===== src/rtl/rr_bus_mux.sv =====
// Round-robin bus multiplexer: arbitrates NUM_SRC requesters onto one registered
// bus with valid/ready handshake, optional grant lock and a saturating transfer count.
module rr_bus_mux #(
    parameter int NUM_SRC    = 8,
    parameter int SEL_WIDTH  = 3,
    parameter int DATA_WIDTH = 32
) (
    input  logic                          clk,
    input  logic                          rst_n,
    input  logic [NUM_SRC-1:0]            req,
    input  logic [NUM_SRC*DATA_WIDTH-1:0] data_in,
    input  logic                          lock,
    input  logic                          bus_ready,
    output logic [DATA_WIDTH-1:0]         bus_out,
    output logic                          bus_valid,
    output logic [NUM_SRC-1:0]            grant,
    output logic [SEL_WIDTH-1:0]          grant_idx,
    output logic [15:0]                   xfer_cnt
);

    localparam int CW = SEL_WIDTH + 1;

    typedef enum logic {
        IDLE = 1'b0,
        BUSY = 1'b1
    } state_t;

    state_t               state, state_next;
    logic [SEL_WIDTH-1:0] ptr, ptr_next, rr_idx, sel_idx;
    logic [CW-1:0]        cand;
    logic                 rr_found, complete, keep_lock, load;

    assign complete  = (state == BUSY) && bus_ready;
    assign keep_lock = complete && lock && req[grant_idx];
    assign bus_valid = (state == BUSY);

    // Search starts at ptr and wraps at NUM_SRC, so non-power-of-two sizes never overrun.
    always_comb begin
        rr_found = 1'b0;
        rr_idx   = '0;
        cand     = '0;
        for (int i = 0; i < NUM_SRC; i++) begin
            cand = {1'b0, ptr} + CW'(i);
            if (cand >= CW'(NUM_SRC)) begin
                cand = cand - CW'(NUM_SRC);
            end
            if (!rr_found && req[cand[SEL_WIDTH-1:0]]) begin
                rr_found = 1'b1;
                rr_idx   = cand[SEL_WIDTH-1:0];
            end
        end
    end

    always_comb begin
        state_next = state;
        load       = 1'b0;
        sel_idx    = rr_idx;
        ptr_next   = ptr;
        if ((state == IDLE) || complete) begin
            if (keep_lock) begin
                // Locked regrant keeps the rotation point where it was.
                load       = 1'b1;
                sel_idx    = grant_idx;
                state_next = BUSY;
            end else if (rr_found) begin
                load       = 1'b1;
                sel_idx    = rr_idx;
                ptr_next   = (rr_idx == SEL_WIDTH'(NUM_SRC - 1)) ? '0 : rr_idx + 1'b1;
                state_next = BUSY;
            end else begin
                state_next = IDLE;
            end
        end
    end

    always_ff @(posedge clk or negedge rst_n) begin
        if (!rst_n) begin
            state <= IDLE;
        end else begin
            state <= state_next;
        end
    end

    always_ff @(posedge clk or negedge rst_n) begin
        if (!rst_n) begin
            ptr       <= '0;
            grant     <= '0;
            grant_idx <= '0;
            bus_out   <= '0;
            xfer_cnt  <= '0;
        end else begin
            ptr <= ptr_next;
            if (load) begin
                grant     <= NUM_SRC'(1) << sel_idx;
                grant_idx <= sel_idx;
                bus_out   <= data_in[int'(sel_idx)*DATA_WIDTH +: DATA_WIDTH];
            end else if (complete) begin
                grant <= '0;
            end
            if (complete && (xfer_cnt != 16'hFFFF)) begin
                xfer_cnt <= xfer_cnt + 16'd1;
            end
        end
    end

endmodule


===== config.mk =====
export PLATFORM = sky130hd
export DESIGN_NAME = rr_bus_mux
export DESIGN_NICKNAME = d
export VERILOG_FILES = /design/src/rtl/rr_bus_mux.sv
export SDC_FILE = /design/constraint.sdc
export NUM_CORES = 1
export LEC_CHECK = 0
export CORE_AREA = 2 2 127 129
export CTS_BUF_LIST = sky130_fd_sc_hd__clkbuf_8
export DETAILED_ROUTE_END_ITERATION = 7
export DIE_AREA = 0 0 129 131
export DONT_BUFFER_PORTS = 1
export GPL_TIMING_DRIVEN = 1
export SYNTH_ARGS = -nofsm -noshare
export SYNTH_HDL_FRONTEND = slang
export SYNTH_SLANG_ARGS = --single-unit
export TNS_END_PERCENT = 30

===== constraint.sdc =====
create_clock -name clk -period 3.9 [get_ports clk]
set_clock_uncertainty 0.2 [all_clocks]
set_input_delay 0.78 -clock clk [delete_from_list [all_inputs] [get_ports clk]]
set_output_delay 0.78 -clock clk [all_outputs]
set_load 0.01 [all_outputs]

==> results of run 1 <==
worst max path at each step:
| stage | startpoint | end | slack (ns) | cells after the start |
|---|---|---|---|---|
| after detailed placement | ptr[0] | bus_out[25] | -0.14 | 13 |
| after global placement | ptr[0] | bus_out[24] | -0.07 | 13 |
| after floorplan | ptr[1] | bus_out[15] | -0.0005 | 17 |
| final | ptr[1] | bus_out[25] | 0.05 | 15 |
| after CTS | ptr[0] | bus_out[15] | -0.01 | 14 |
| after global routing | ptr[1] | bus_out[19] | -0.1 | 15 |
worst register-to-register path, delay by kind of cell, from the launching register on:
kind,cells,cell delay (ns)
multiplexers,4,1.09
adder cells (fa/ha/maj),1,0.33
AO/OA/AOI/OAI,5,1.04
flip-flops,1,0.40
buffers and inverters,5,0.67
registers in the layout (all words and copies together) (netlist names):
| register | flops |
|---|---|
| bus_valid | 1 |
| xfer_cnt | 16 |
| grant | 8 |
| grant_idx | 3 |
| bus_out | 32 |
| ptr | 3 |
cells in the mapped netlist (3+ instances only):
cell type  number
nor2b_1         3
mux4_2         20
nand2_1        33
clkbuf_1        9
o22ai_1        33
inv_1           5
xor2_1          3
xnor2_1        15
o21ai_1         9
nor2_1         14
mux2i_1       168
a221oi_1        3
and3_1          6
dfrtp_1        63
a21oi_1         3
nand2b_1        4
a31oi_1         3
mux2_2          6
o21a_1          3
buf_2          18
o21ai_0         8
a211o_1        32
nand3_1        12
buf_6           8
ha_1            4
and2_1         37
nand4_1         3
per-stage QoR:
stage                     cells  area (sq um)
after global placement      786          6320
after floorplan             557          5840
final                       827          7190
after global routing        827          7190
after CTS                   815          6830
after detailed placement    786          6320
cell families after synthesis:
logic type | synth area share
mux | 0.389
simple gates | 0.107
compound gates | 0.149
flops | 0.275
buf+inv | 0.0445
xor+xnor | 0.0275
fa+ha+maj | 0.00872
cell type report:
cell class / instances / area, sq um / area share
multi-input combinational: 450 / 4160 / 0.579
sequential: 63 / 1580 / 0.220
timing repair buffer: 73 / 907 / 0.126
tap: 216 / 270 / 0.0376
clock buffer: 9 / 124 / 0.0172
clock inverter: 7 / 104 / 0.0144
inverter: 6 / 35.0 / 0.00487
antenna: 3 / 7.51 / 0.00104
per-layer routing:
metal	global-route usage	up-vias	routed length, um
met5	0	-	0
met4	0.0940	0	574
met3	0.0533	33	1470
met2	0.389	266	11000
met1	0.281	2511	8260
li1	-	2228	-
power by group through the flow:
| stage | logic (mW) | registers, mW | clock network (mW) |
|---|---|---|---|
| CTS | 7.56 | 1.30 | 0.692 |
| global route | 8.92 | 1.32 | 0.724 |
| floorplan | 5.22 | 1.19 | 0 |
| detailed placement | 6.77 | 1.31 | 0 |
| global placement | 6.63 | 1.30 | 0 |
| finish | 8.43 | 1.29 | 0.677 |
timing repair:
| action | 4_1_cts | 5_1_grt |
|---|---|---|
| hold buffers | 1 | 0 |
| pin swaps | 8 | 27 |
| hold endpoints to repair | 63 | 0 |
| setup endpoints to repair | 28 | 32 |
| gates cloned | 3 | 6 |
| buffers inserted | 9 | 4 |
| resized for setup | 23 | 41 |
==> impl_metrics.toml, run 1 <==
[critical_path]
cp_slowest_cell = "mux4_2"
r2r_setup_slack_ns = 0.05
crit_fanout = 10
crit_family = "multiplexers"
worstReg2RegEnd = "bus_out[25]"
worst_ep_required_time_ns = 3.94
worst-path-buf-inv = 5
cp-start-kind = "flop"
path_cells = "clkinv_4, ha_4, mux2_4, mux4_2, o32ai_4, buf_12, a41oi_2, a32oi_2, a21boi_4, buf_6, buf_12, buf_6, mux2i_4, mux2i_1, a211o_1"
regToRegStartpoint = "ptr[1]"
r2r_cells = 15
crit_type = "flop to flop"
end_kind = "flop"
cp_data_arrival_time_ns = 3.89
crit_path_max_incr_delay_ns = 0.50

[floorplan]
die_w_um = 129
die-area_sq_um = 16900
die_h_um = 131
start_util = 0.368
io_pins = 328
rows = 46
coreArea_sq_um = 15600

[power]
pwr_density_cell_nw_per_um2 = 1450
p_comb_frac = 0.811
seqPwrFrac = 0.124
power_switching_mw = 4.55
switching_share = 0.438
cellInternalPower_mw = 5.85
peakVddDrop_mv = 0.656
pwr-share-clk = 0.065
total_power_mw = 10.4
leakagePower_nw = 3.33

[routing]
firstDrtPassIters = 5
routed_wirelength_mm = 21.3
routedWlPerCell_um = 25.8
drt_iter0_drc = 296
vias = 5038
drtAntennaViolNets = 0
drc = 0
vias_per_cell = 6.09

[place]
place_ws_ns = -0.138
finalWeightedCongestion = 0.839
port-buffer-count = 0
hpwl_mm = 15.8

[layout]
area_delta_synth_final_pct = 25.3
fillers = 1464
layout-drive-gt1-share = 0.263
final_nets = 875
final_common_cell = "mux2i_1"
layout_common_cells = "mux2i_1 (151), dfrtp_1 (62), buf_4 (40), and2_1 (37)"
final_util = 0.461

[yosys]
synth_nets = 829
synth_area_leaders = "mux2i_1 (29%), dfrtp_1 (27%), mux4_2 (7.9%), a211o_1 (4.9%), and2_1 (4.0%)"
syn_area_per_cell_sq_um = 10.3
synth.top_cell.area_share = 0.293
yosys.area.top_type = "mux2i_1"
async_flop_share = 1.00
syn_area_sq_um = 5740
syn_inst = 557
synth_edf_count = 0
ys_ff_latch = 63
ys_seq_area_frac = 0.275
yosys_warnings = 0
synth-main-ff-cell = "dfrtp_1"
synth_cell_types = 52

[sta]
slew_violations = 0
whs_ns = 0.0833
setup_ws_ns = 0.0462
period_needed_ns = 3.85
setup_tns_ns = 0
max_slew.worst_pin.slew_ns = 0.654
slew_headroom = 0.563
rsz0062_at_grt = "true"
fmaxAchievable_ghz = 0.259
min_period_over_period = 0.988
setup_viol = 0
hold_viol_final = 0

[cts]
cts_tree = "done"
clkSinkCount = 63
clock_path_buffers = 2
worst_skew_pair.late_latency_ns = 0.36
root_buffer = "clkbuf_8"
cts-htree-levels = 3
numCtsBuffers = 9
clkTransAtPathRegs_ns = 0.09

[global_routing]
grt_max_degree = 64
grt_pass1_vias = 4902
antenna_found_initial = 3
grt_first_pass_wirelength_mm = 28.2
grt_remaining_overflow = 0
grt_usage = 0.229

[hold_path]
min_path_type = "primary input to asynchronous set/reset pin"

[flow_run]
drv_cap = 0

[status]
status = "finished, final reports clean"
Power figures use the tool's default switching activity.
==> run 2: changes to the inputs <==
--- a/config.mk
+++ b/config.mk
@@ -11,6 +11,7 @@
 export DIE_AREA = 0 0 129 131
 export DONT_BUFFER_PORTS = 1
 export GPL_TIMING_DRIVEN = 1
+export PLACE_DENSITY = 0.57
 export SYNTH_ARGS = -nofsm -noshare
 export SYNTH_HDL_FRONTEND = slang
 export SYNTH_SLANG_ARGS = --single-unit
==> constraint.sdc (replaced) <==
create_clock -name clk -period 3.9 [get_ports clk]
set_clock_uncertainty 0.2 [all_clocks]
set_input_delay 0.975 -clock clk [delete_from_list [all_inputs] [get_ports clk]]
set_output_delay 0.975 -clock clk [all_outputs]
set_load 0.01 [all_outputs]
==> run 2 against run 1 <==
Net effect:
- register-to-register slack got worse by 0.05 ns
- critical path depth is 1 lower
- design area shrank 2.7%
- clock power fell by 3.1%
- routed wire length decreased by 1.8%
- largest power group unchanged
==> impl_metrics.toml, run 2 (synthesis gave the netlist of run 1 again) <==
[status]
status = "finished, final reports clean"

[layout]
layout-drive-gt1-share = 0.244
area_delta_synth_final_pct = 21.9
largest_reg_flops = 32
antenna_cells = 0
final_common_cell = "mux2i_1"
design_area_sq_um = 7000
final_nets = 881
reg.largest.list = "bus_out x32, xfer_cnt x16, grant x8"
layout_common_cells = "mux2i_1 (162), dfrtp_1 (62), buf_4 (55), and2_1 (37), nand2_1 (33)"
regMostFlops = "bus_out"

[routing]
vias_per_cell = 5.99
drtAntennaViolNets = 0
routed_wirelength_mm = 20.9
drt_iter0_drc = 253
drc = 0
routedWlPerCell_um = 25.2
vias = 4970
firstDrtPassIters = 5

[power]
pwr-share-clk = 0.065
p_comb_frac = 0.805
seqPwrFrac = 0.130
leakagePower_nw = 3.32
pwr_density_cell_nw_per_um2 = 1440
peakVddDrop_mv = 0.867
cellInternalPower_mw = 5.68
total_power_mw = 10.1
power_switching_mw = 4.38
switching_share = 0.435

[critical_path]
path_cells = "inv_6, ha_4, mux2_4, mux4_2, o32ai_4, buf_4, a41oi_2, a32oi_2, a21boi_4, buf_8, bufbuf_16, mux2i_1, o22ai_2, a211o_1"
cp-start-kind = "flop"
crit_family = "compound AO/OA/AOI/OAI gates"
cp_slowest_cell = "mux4_2"
worst_ep_required_time_ns = 3.96
cp_data_arrival_time_ns = 3.96
crit_fanout = 8
worst-path-buf-inv = 4
end_kind = "flop"
crit_type = "flop to flop"
crit_path_max_incr_delay_ns = 0.50

[floorplan]
rows = 46
die_h_um = 131
start_util = 0.368
io_pins = 328
die-area_sq_um = 16900
coreArea_sq_um = 15600
die_w_um = 129

[global_routing]
grt_remaining_overflow = 0
grt_first_pass_wirelength_mm = 29.9
grt_max_degree = 64
antenna_found_initial = 1
grt_usage = 0.239
grt_pass1_vias = 4993

[sta]
max_slew.worst_pin.slew_ns = 0.591
rsz0062_at_grt = "true"
slew_headroom = 0.605
min_period_over_period = 1.00
slew_violations = 0
setup_viol = 0
hold_viol_final = 0
whs_ns = 0.104
fmaxAchievable_ghz = 0.256
period_needed_ns = 3.90

[cts]
clkTransAtPathRegs_ns = 0.08
cts_tree = "done"
clkSinkCount = 63
cts-htree-levels = 3
root_buffer = "clkbuf_8"
clock_path_buffers = 2
worst_skew_pair.late_latency_ns = 0.36
numCtsBuffers = 9

[hold_path]
min_path_type = "primary input to asynchronous set/reset pin"

[flow_run]
drv_cap = 0

[place]
hpwl_mm = 16.0
placed_cell_area_sq_um = 6370
port-buffer-count = 0
finalWeightedCongestion = 0.830
==> run 2: final cells by class <==
class	instances	area, sq um
fillers	1496	8600
multi-input cells	450	4030
flip-flops and latches	63	1580
repair buffers	79	865
well taps	216	270
clock buffers	9	124
clock inverters	7	97.6
inverters	6	35.0
==> run 2: power by group through the flow <==
| stage | sequential (mW) | combinational (mW) | clock [mW] |
|---|---|---|---|
| 2_1_floorplan | 1.19 | 5.22 | 0 |
| 3_3_place_gp | 1.31 | 6.74 | 0 |
| 3_5_place_dp | 1.32 | 6.88 | 0 |
| 4_1_cts | 1.31 | 7.94 | 0.674 |
| 5_1_grt | 1.34 | 8.62 | 0.716 |
| 6_report | 1.31 | 8.09 | 0.656 |
==> run 2: final timing paths <==
check / startpoint / end / slack [ns] / cells past startpoint
max in group asynchronous: rst_n / bus_out[4] / 3.27 / 0
setup reg to reg: ptr[1] / bus_out[29] / 0.0001 / 14
hold reg to reg: grant[0] / grant[0] / 0.36 / 2
setup / recovery: ptr[1] / bus_out[29] / 0.0001 / 14
min in group clk: grant[0] / grant[0] / 0.36 / 2
hold / removal: rst_n / grant[2] / 0.10 / 0
==> run 2: per-stage QoR <==
stage / utilization / instances / TNS, ns / setup slack (ns)
finish: 0.449 / 830 / 0 / 0.000119
CTS: 0.445 / 829 / -0.112 / -0.0354
floorplan: - / 557 / -0.00291 / -0.000486
detailed placement: 0.408 / 794 / -4.55 / -0.222
global placement: 0.408 / 794 / -3.21 / -0.153
global route: 0.449 / 830 / -2.89 / -0.140
==> run 2: layer usage <==
| layer | track usage | vias to the layer above | part of all wire |
|---|---|---|---|
| met5 | 0 | - | 0.00062 |
| met4 | 0.0588 | 2 | 0.013 |
| met3 | 0.0611 | 21 | 0.072 |
| met2 | 0.426 | 241 | 0.53 |
| met1 | 0.289 | 2468 | 0.39 |
| li1 | - | 2238 | - |
==> run 2: timing repair <==
action	in CTS	in global routing
hold buffers	0	0
endpoints found under the hold margin	0	0
gates cloned	4	0
pin swaps	27	3
endpoints found under the setup margin	32	32
buffers inserted	15	1
gates resized for setup	28	10
